**config.mk**
```make
export PLATFORM = sky130hd
export DESIGN_NAME = pdp8_tape_loader
export DESIGN_NICKNAME = d
export VERILOG_FILES = /design/src/rtl/pdp8_tape_loader_pkg.sv /design/src/rtl/pdp8_tape_loader_assembler.sv /design/src/rtl/pdp8_tape_loader.sv
export SDC_FILE = /design/constraint.sdc
export NUM_CORES = 1
export LEC_CHECK = 0
export CAP_MARGIN = 40
export CORE_ASPECT_RATIO = 0.75
export CORE_MARGIN = 2
export CORE_UTILIZATION = 46
export CTS_CLUSTER_DIAMETER = 30
export CTS_CLUSTER_SIZE = 30
export DETAILED_ROUTE_END_ITERATION = 12
export PLACE_DENSITY = 0.84
export SYNTH_ARGS = -nofsm -noshare
export SYNTH_HDL_FRONTEND = slang
export SYNTH_HIERARCHICAL = 1
export SYNTH_SLANG_ARGS = --single-unit
```
**constraint.sdc**
```tcl
create_clock -name clk -period 3.36 [get_ports clk]
set_input_delay 0.672 -clock clk [delete_from_list [all_inputs] [get_ports clk]]
set_output_delay 0.672 -clock clk [all_outputs]
set_load 0.01 [all_outputs]
```
**src/rtl/pdp8_tape_loader_pkg.sv**
```systemverilog
// Shared types and constants for the PDP-8 paper-tape bootstrap loader.
package pdp8_tape_loader_pkg;

    typedef logic [11:0] word;

    typedef enum logic [2:0] {
        IDLE,
        GET_HI,
        GET_LO,
        SETUP,
        PULSE,
        RELEASE,
        RUN_WAIT,
        DONE
    } loader_state_t;

    localparam logic [7:0] TAPE_LEADER     = 8'o200;
    localparam int         TAPE_ORIGIN_BIT = 6;

    // Any frame with the top channel punched is leader/trailer, not data.
    function automatic logic is_leader(input logic [7:0] frame);
        return (frame & TAPE_LEADER) != 8'd0;
    endfunction

endpackage

```
**src/rtl/pdp8_tape_loader_assembler.sv**
```systemverilog
// Pairs BIN-format tape frames into 12-bit words, filters leader/trailer
// frames and exposes the origin flag carried in the high frame.
module tape_frame_assembler
    import pdp8_tape_loader_pkg::*;
(
    input  logic        clk,
    input  logic        rst_n,
    input  logic        frame_accept,
    input  logic        want_lo,
    input  logic [7:0]  frame,
    output logic        hi_strobe,
    output logic        lo_strobe,
    output logic [11:0] pair_word,
    output logic        origin
);

    logic [6:0] hi_reg;
    logic       data_frame;

    assign data_frame = frame_accept && !is_leader(frame);
    assign hi_strobe  = data_frame && !want_lo;
    assign lo_strobe  = data_frame && want_lo;

    always_ff @(posedge clk or negedge rst_n) begin
        if (!rst_n) begin
            hi_reg <= '0;
        end else if (hi_strobe) begin
            hi_reg <= frame[6:0];
        end
    end

    // The low frame is combined straight off the bus so the word is ready on
    // the same edge that accepts it.
    assign pair_word = {hi_reg[5:0], frame[5:0]};
    assign origin    = hi_reg[TAPE_ORIGIN_BIT];

endmodule

```
**src/rtl/pdp8_tape_loader.sv**
```systemverilog
// Replays a BIN paper tape into the front panel (switches, Load PC, Deposit)
// and then starts the CPU from START_PC.
module pdp8_tape_loader
    import pdp8_tape_loader_pkg::*;
#(
    parameter int          SETUP_CYC = 10,
    parameter int          PULSE_CYC = 10,
    parameter logic [11:0] START_PC  = 12'o200
)
(
    input  logic        clk,
    input  logic        btnCpuReset,
    input  logic        start,
    input  logic [7:0]  byte_in,
    input  logic        byte_valid,
    output logic        byte_ready,
    input  logic        tape_end,
    output logic [11:0] panel_sw,
    output logic        load_pc,
    output logic        deposit,
    output logic        run,
    output logic        busy,
    output logic        fmt_err,
    output logic [11:0] word_count
);

    localparam int CNT_MAX = (SETUP_CYC > PULSE_CYC) ? SETUP_CYC : PULSE_CYC;
    localparam int CNT_W   = $clog2(CNT_MAX + 1);
    localparam logic [CNT_W-1:0] SETUP_LOAD = CNT_W'(SETUP_CYC - 1);
    localparam logic [CNT_W-1:0] PULSE_LOAD = CNT_W'(PULSE_CYC - 1);

    loader_state_t    state_reg, state_next;
    logic [CNT_W-1:0] cnt_reg, cnt_next;
    word              panel_sw_reg;
    word              word_count_reg;
    logic             load_pc_reg;
    logic             deposit_reg;
    logic             run_reg;
    logic             busy_reg;
    logic             fmt_err_reg;
    logic             final_reg;

    logic             frame_accept;
    logic             hi_strobe;
    logic             lo_strobe;
    word              pair_word;
    logic             asm_origin;
    logic             end_in_hi;
    logic             end_in_lo;
    logic             sel_load;
    logic             entering_pulse;

    assign byte_ready   = (state_reg == GET_HI) || (state_reg == GET_LO);
    assign frame_accept = byte_valid && byte_ready;

    tape_frame_assembler u_assembler (
        .clk          (clk),
        .rst_n        (btnCpuReset),
        .frame_accept (frame_accept),
        .want_lo      (state_reg == GET_LO),
        .frame        (byte_in),
        .hi_strobe    (hi_strobe),
        .lo_strobe    (lo_strobe),
        .pair_word    (pair_word),
        .origin       (asm_origin)
    );

    // A valid frame always takes priority over the end-of-tape indication.
    assign end_in_hi = (state_reg == GET_HI) && !byte_valid && tape_end;
    assign end_in_lo = (state_reg == GET_LO) && !byte_valid && tape_end;

    assign sel_load       = final_reg || asm_origin;
    assign entering_pulse = (state_reg == SETUP) && (state_next == PULSE);

    always_comb begin
        state_next = state_reg;
        cnt_next   = (cnt_reg != '0) ? cnt_reg - 1'b1 : cnt_reg;
        case (state_reg)
            IDLE: begin
                if (start) state_next = GET_HI;
            end
            GET_HI: begin
                if (hi_strobe) begin
                    state_next = GET_LO;
                end else if (end_in_hi) begin
                    state_next = SETUP;
                    cnt_next   = SETUP_LOAD;
                end
            end
            GET_LO: begin
                if (lo_strobe) begin
                    state_next = SETUP;
                    cnt_next   = SETUP_LOAD;
                end else if (end_in_lo) begin
                    state_next = DONE;
                end
            end
            SETUP: begin
                if (cnt_reg == '0) begin
                    state_next = PULSE;
                    cnt_next   = PULSE_LOAD;
                end
            end
            PULSE: begin
                if (cnt_reg == '0) begin
                    state_next = RELEASE;
                    cnt_next   = PULSE_LOAD;
                end
            end
            RELEASE: begin
                if (cnt_reg == '0) begin
                    if (final_reg) begin
                        state_next = RUN_WAIT;
                        cnt_next   = SETUP_LOAD;
                    end else begin
                        state_next = GET_HI;
                    end
                end
            end
            RUN_WAIT: begin
                if (cnt_reg == '0) state_next = DONE;
            end
            DONE: begin
                state_next = DONE;
            end
            default: begin
                state_next = IDLE;
            end
        endcase
    end

    always_ff @(posedge clk or negedge btnCpuReset) begin
        if (!btnCpuReset) begin
            state_reg      <= IDLE;
            cnt_reg        <= '0;
            panel_sw_reg   <= '0;
            word_count_reg <= '0;
            load_pc_reg    <= 1'b0;
            deposit_reg    <= 1'b0;
            run_reg        <= 1'b0;
            busy_reg       <= 1'b0;
            fmt_err_reg    <= 1'b0;
            final_reg      <= 1'b0;
        end else begin
            state_reg <= state_next;
            cnt_reg   <= cnt_next;

            if (lo_strobe) begin
                panel_sw_reg <= pair_word;
            end else if (end_in_hi) begin
                panel_sw_reg <= START_PC;
                final_reg    <= 1'b1;
            end

            if (end_in_lo) fmt_err_reg <= 1'b1;

            // Buttons are registered off the next state so they track PULSE
            // exactly and drop with the async reset.
            load_pc_reg <= (state_next == PULSE) && sel_load;
            deposit_reg <= (state_next == PULSE) && !sel_load;

            if (entering_pulse && !sel_load) word_count_reg <= word_count_reg + 12'd1;

            run_reg  <= (state_next == DONE) && final_reg;
            busy_reg <= (state_next != IDLE) && (state_next != DONE);
        end
    end

    assign panel_sw   = panel_sw_reg;
    assign load_pc    = load_pc_reg;
    assign deposit    = deposit_reg;
    assign run        = run_reg;
    assign busy       = busy_reg;
    assign fmt_err    = fmt_err_reg;
    assign word_count = word_count_reg;

endmodule

```
After elaboration in Yosys (flattened, before gate mapping):

Index checks and enable logic that the tools add are counted.

* bits in registers: 44
* latch bits: 0
* memory bits (writable): 0
* bits in read-only memories: 0
* bits of input ports: 13
* output and inout bits: 30
* word-level logic and storage cells: 72
* memories: 0

* add/subtract/negate cells: 2
* multipliers: 0
* div/mod/pow operators: 0
* $lt $le $gt $ge: 0
* equality and inequality tests: 10
* shifts and indexed selects: 0
* muxes and demuxes: 21
* bitwise operators: 1
* reduce and logical (&&, ||, !) cells: 27

Operators by type and width (count)
* 3-bit 2-to-1 mux: 10
* 4-bit 2-to-1 mux: 7
* 12-bit 2-to-1 mux: 2
* 3-bit one-hot mux with 8 select lines: 1
* 3-bit == test (second input constant): 6
* 4-bit one-hot mux with 4 select lines: 1
* 1-bit logical AND: 14
* 12-bit by 1-bit adder with 12-bit output (second input constant): 1
* 3-bit by 2-bit == test with 1-bit output (second input constant): 2
* 1-bit logical NOT: 4
* 4-bit logical NOT: 1
* 4-bit nonzero test: 1
* 4-bit by 1-bit subtractor with 4-bit output (second input constant): 1
* 3-bit by 1-bit == test with 1-bit output (second input constant): 1
* 3-bit logical NOT: 1
* 3-bit != test (second input constant): 1
* 3-bit nonzero test: 1
* 1-bit logical OR: 2
* 2-bit AND reduction: 1
* 2-bit nonzero test: 1
* 2-bit OR reduction: 1
* 1-bit inverter: 1

Depth between registers and ports, before layout:

* depth after elaboration: 10
* gate-level depth with buffers: 13
* mapped depth without buffers: 11

Modules after synthesis:

The synthesis kept the hierarchy.

By module, submodules not included
* pdp8_tape_loader: instances 1, cells each 172, area an instance 1813.0 um2
* tape_frame_assembler: instances 1, cells each 22, area an instance 327.8 um2

Least setup slack after synthesis:

No wires, ideal clock.

* path kind: register -> register
* from: reg state_reg[1]
* to: reg word_count_reg[11] (netlist: word_count[11])
* library setup time: 124 ps
* arrival: 3248 ps
* path slack: -12 ps
* stages on the path, launching flop included: 14
* cells stage by stage: dfrtp_1 > clkbuf_1 > clkbuf_1 > xnor2_1 > nor2_1 > and2_1 > and3b_2 > buf_6 > nand4bb_1 > a222oi_1 > nor4b_4 > and4_4 > nand4_2 > xnor2_1

* cells in the longest elaborated chain, start to end: 10
* elaborated cells on any way between the ends: 31
* classes of those cells: eq/ne (8); mux (10); reduce/logical (13)

RTL lines
* from (decl): RTL line pdp8_tape_loader.sv:32 `loader_state_t state_reg, state_next;`
* from (signal assigned): RTL line pdp8_tape_loader.sv:145 `state_reg <= state_next;`
* 3-bit by 1-bit == test with 1-bit output or 3-bit by 2-bit == test with 1-bit output (tied branches): RTL line pdp8_tape_loader.sv:53 `assign byte_ready = (state_reg == GET_HI) || (state_reg == GET_LO);`
* 1-bit logical OR (*): RTL line pdp8_tape_loader.sv:53
* net byte_ready: RTL line pdp8_tape_loader.sv:16 `output logic byte_ready,`
* 1-bit logical AND (*): RTL line pdp8_tape_loader.sv:54 `assign frame_accept = byte_valid && byte_ready;`
* net frame_accept: RTL line pdp8_tape_loader.sv:43 `logic frame_accept;`
* 1-bit logical AND (*): RTL line pdp8_tape_loader_assembler.sv:20 `assign data_frame = frame_accept && !is_leader(frame);`
* 1-bit logical AND (*): RTL line pdp8_tape_loader_assembler.sv:22 `assign lo_strobe = data_frame && want_lo;`
* net lo_strobe: RTL line pdp8_tape_loader.sv:45 `logic lo_strobe;`
* 3-bit 2-to-1 mux (*): RTL line pdp8_tape_loader.sv:91 `if (lo_strobe) begin`
* 3-bit one-hot mux with 8 select lines (*): RTL line pdp8_tape_loader.sv:78 `case (state_reg)`
* net state_next[2]: RTL line pdp8_tape_loader.sv:32
* 3-bit == test (*): RTL line pdp8_tape_loader.sv:73 `assign entering_pulse = (state_reg == SETUP) && (state_next == PULSE);`
* 1-bit logical AND (*): RTL line pdp8_tape_loader.sv:73
* 1-bit logical AND (*): RTL line pdp8_tape_loader.sv:162 `if (entering_pulse && !sel_load) word_count_reg <= word_count_reg + 12'd1;`
* to (signal assigned): RTL line pdp8_tape_loader.sv:162
* to (decl): RTL line pdp8_tape_loader.sv:35 `word word_count_reg;`

The timed path passes the listed nets; every way through them passes the cells marked *.
A chain may end at the register's enable or synchronous reset.

Worst setup path in the final report:

* from: reg state_reg[2]
* to: reg word_count_reg[1] (netlist: word_count[1])

* cells in the longest elaborated chain, start to end: 10
* elaborated cells on any way between the ends: 31
* classes of those cells: eq/ne (8); mux (10); reduce/logical (13)

RTL lines (RTL line)
* 3-bit by 1-bit == test with 1-bit output or 3-bit by 2-bit == test with 1-bit output (tied branches): pdp8_tape_loader.sv:53
* 1-bit logical OR (*): pdp8_tape_loader.sv:53
* 1-bit logical AND (*): pdp8_tape_loader.sv:54
* net frame_accept: pdp8_tape_loader.sv:43
* 1-bit logical AND (*): pdp8_tape_loader_assembler.sv:20
* 1-bit logical AND (*): pdp8_tape_loader_assembler.sv:22
* net lo_strobe: pdp8_tape_loader.sv:45
* 3-bit 2-to-1 mux (*): pdp8_tape_loader.sv:91
* 3-bit one-hot mux with 8 select lines (*): pdp8_tape_loader.sv:78
* net state_next[2]: pdp8_tape_loader.sv:32
* 3-bit == test (*): pdp8_tape_loader.sv:73
* 1-bit logical AND (*): pdp8_tape_loader.sv:73
* 1-bit logical AND (*): pdp8_tape_loader.sv:162

Marked as above.

==> run metrics <==
complex-gate fraction of the synthesized area 13.8%; Pwr per Cell Area 329 nW/um^2; Initial Utilization 47.9%; Synth Area in Simple Gates 18.1%; top-level I/O count 43; most frequent cells in the layout dfrtp_1 (44), clkdlybuf4s50_1 (41), xnor2_1 (11), a22o_1 (11), nor2_1 (10); gr usage total 19.2%; DP Cell Count 284; post-CTS setup buffers 0; worst hold path type in -> async; Worst Tran Pin Value 625 ps; Worst Skew 3.80 ps; GPL Wtd Cong 0.845; Ant. Diodes 0; first-pass GRT wire length 7520 um; Place WS 189 ps; CTS Root Buffer Type clkbuf_8; Final Util 60.4%; nature of the critical path endpoint flip-flop; Seq pwr share 59.6%; Slew Viols, Final 0; # DRC 0; Die H 63.1 um; total grt overflow 0; post_cts resized 0; RSZ-0062 raised after global routing no; final setup fails 0; htree depth 2; Final Cycle Share 91.1%; Cell Rows 21; Non-Filler Instances 292; VDD IR max 0.258 mV; HPWL reported at the end of detailed placement 3150 um; hold buffers post-CTS 0; TNS Setup 0 ps; min cycle time layout 3060 ps; Comb pwr share 3.6%; CP required 3550 ps; CP arrival 3250 ps; total CTS buffers 5; Synth Warn # 6; Slew headroom 58.3%; Synth Cell Area 2140 sq um; xor and xnor area share after synthesis 4.91%; Max Freq 327 MHz; combinational family with the most area after synthesis simple AND/OR/NAND/NOR gates; post-synthesis adder-cell area fraction 1.75%; switching power 0.198 mW; post-route ant nets 0; flops & latches, synth 44; Worst R2R Start state_reg[2]; Port Buffer Count 42; Gate Count Post-Synth 194; Avg Inst Size Synth 11.0 sq um; Area Growth Syn to Fin 26.1%; CP Launch Point state_reg[2]; Sw Share 22.3%; most common cell after layout, fill and taps aside dfrtp_1; initial DRC count 154; number of global-route vias before repair 1,534; outcome finished clean; Final Hold Violating Endpoints 0; Worst-path clk slew 80 ps; via-per-instance ratio 5.34; mux cell area share after synthesis 4.21%; Post-Layout Inst Area 2700 sq um; critical path fanouts, max 17; CTS tree yes; largest net degree at the start of global routing 26; fillers 372; Clk pwr share 36.8%; CTS Buffer Depth 2; maxcap violations 0; Die ar. 5220 sq um; final setup margin 299 ps; Setup Crit Path Kind reg -> reg; drt pass-1 iters 4; Async SR Flop Fraction 100%; fin nets 250; Die Wd 82.8 um; ys flop type dfrtp_1; initial antenna violation count 0; Post-DP Area 2610 sq um; Skew-Pair Late Insertion Delay 300 ps; number of distinct library cells after synthesis 48; Clock Sinks 44; total wire length 4430 um; CP Launch Type flip-flop; Hold WS 327 ps; power after layout 0.888 mW; Post-Syn Nets 210; total core area 4470 sq um; P_leak 1.20 nW; EDFF count, synth 0; sequential-to-total area share from yosys stat 51.4%; internal power 0.690 mW; share of cells above drive strength 1 13.2%; per-cell routed wire length 15.2 um; vias post-DR 1,560
-- kinds of logic after synthesis --
family	count (synthesis)
DFF	44
and+or+nand+nor	61
muxes	8
buffers and inverters	25
AOI/OAI and AO/OA	41
adders and majority gates	3
xor gates and xnor gates	12
-- power groups by stage --
stage	Clock [mW]	Sequential [mW]	Combinational, mW
after floorplan	0	0.540	0.00750
after global placement	0	0.540	0.0284
after detailed placement	0	0.540	0.0330
after CTS	0.337	0.529	0.0331
after global routing	0.362	0.529	0.0358
final	0.327	0.529	0.0322
-- path summary, 6_finish.rpt --
path	end	slack, ps	cells after the start
setup / recovery	word_count[1]	300	8
hold / removal	word_count[11]	330	1
hold reg to reg	word_count[11]	470	1
setup reg to reg	word_count[1]	300	8
min in group clk	word_count[11]	470	1
max in group asynchronous	panel_sw[0]	2550	2
-- area by class of cell --
class | count | area, sq um | share of cell area, %
sequential | 44 | 1100 | 40.8
clock inverter | 3 | 18.8 | 0.695
clock buffer | 5 | 68.8 | 2.55
inverter | 8 | 30.0 | 1.11
timing repair buffer | 50 | 495 | 18.4
tap | 57 | 71.3 | 2.64
multi-input combinational | 125 | 915 | 33.9
-- critical path, stage by stage, from the launching register on --
cell	delay, ps
dfrtp_1	680
nor2_1	190
and2_1	210
and3b_2	200
nand4bb_1	200
a222oi_1	580
nor4b_4	330
buf_4	210
mux2_2	340
-- cells in the mapped netlist (2+ instances only) --
library cell / count / share of area, %
xnor2_1: 11 / 4.5
mux2_2: 8 / 4.2
nand3_1: 7 / 1.6
or3_1: 2 / 0.58
nand4bb_1: 2 / 1.1
nand4_1: 3 / 0.88
nor2b_1: 5 / 1.5
nor3_1: 2 / 0.47
ha_1: 3 / 1.8
nand2_1: 9 / 1.6
nand2b_1: 2 / 0.58
nand3b_1: 2 / 0.70
and3_1: 3 / 0.88
a21oi_1: 8 / 1.9
o21ai_0: 7 / 1.6
dfrtp_1: 44 / 51
inv_1: 8 / 1.4
a22o_1: 11 / 4.5
buf_4: 6 / 2.1
nor3b_1: 3 / 1.1
nor2_1: 10 / 1.8
clkbuf_1: 9 / 1.6
and2_1: 4 / 1.2
-- layer usage --
layer	global-route usage, %	share of wire, %
met4	6.76	0.99
met1	27.5	47
met2	27.5	45
met3	5.73	7.5
met5	0	0
Power figures use the tool's default switching activity.
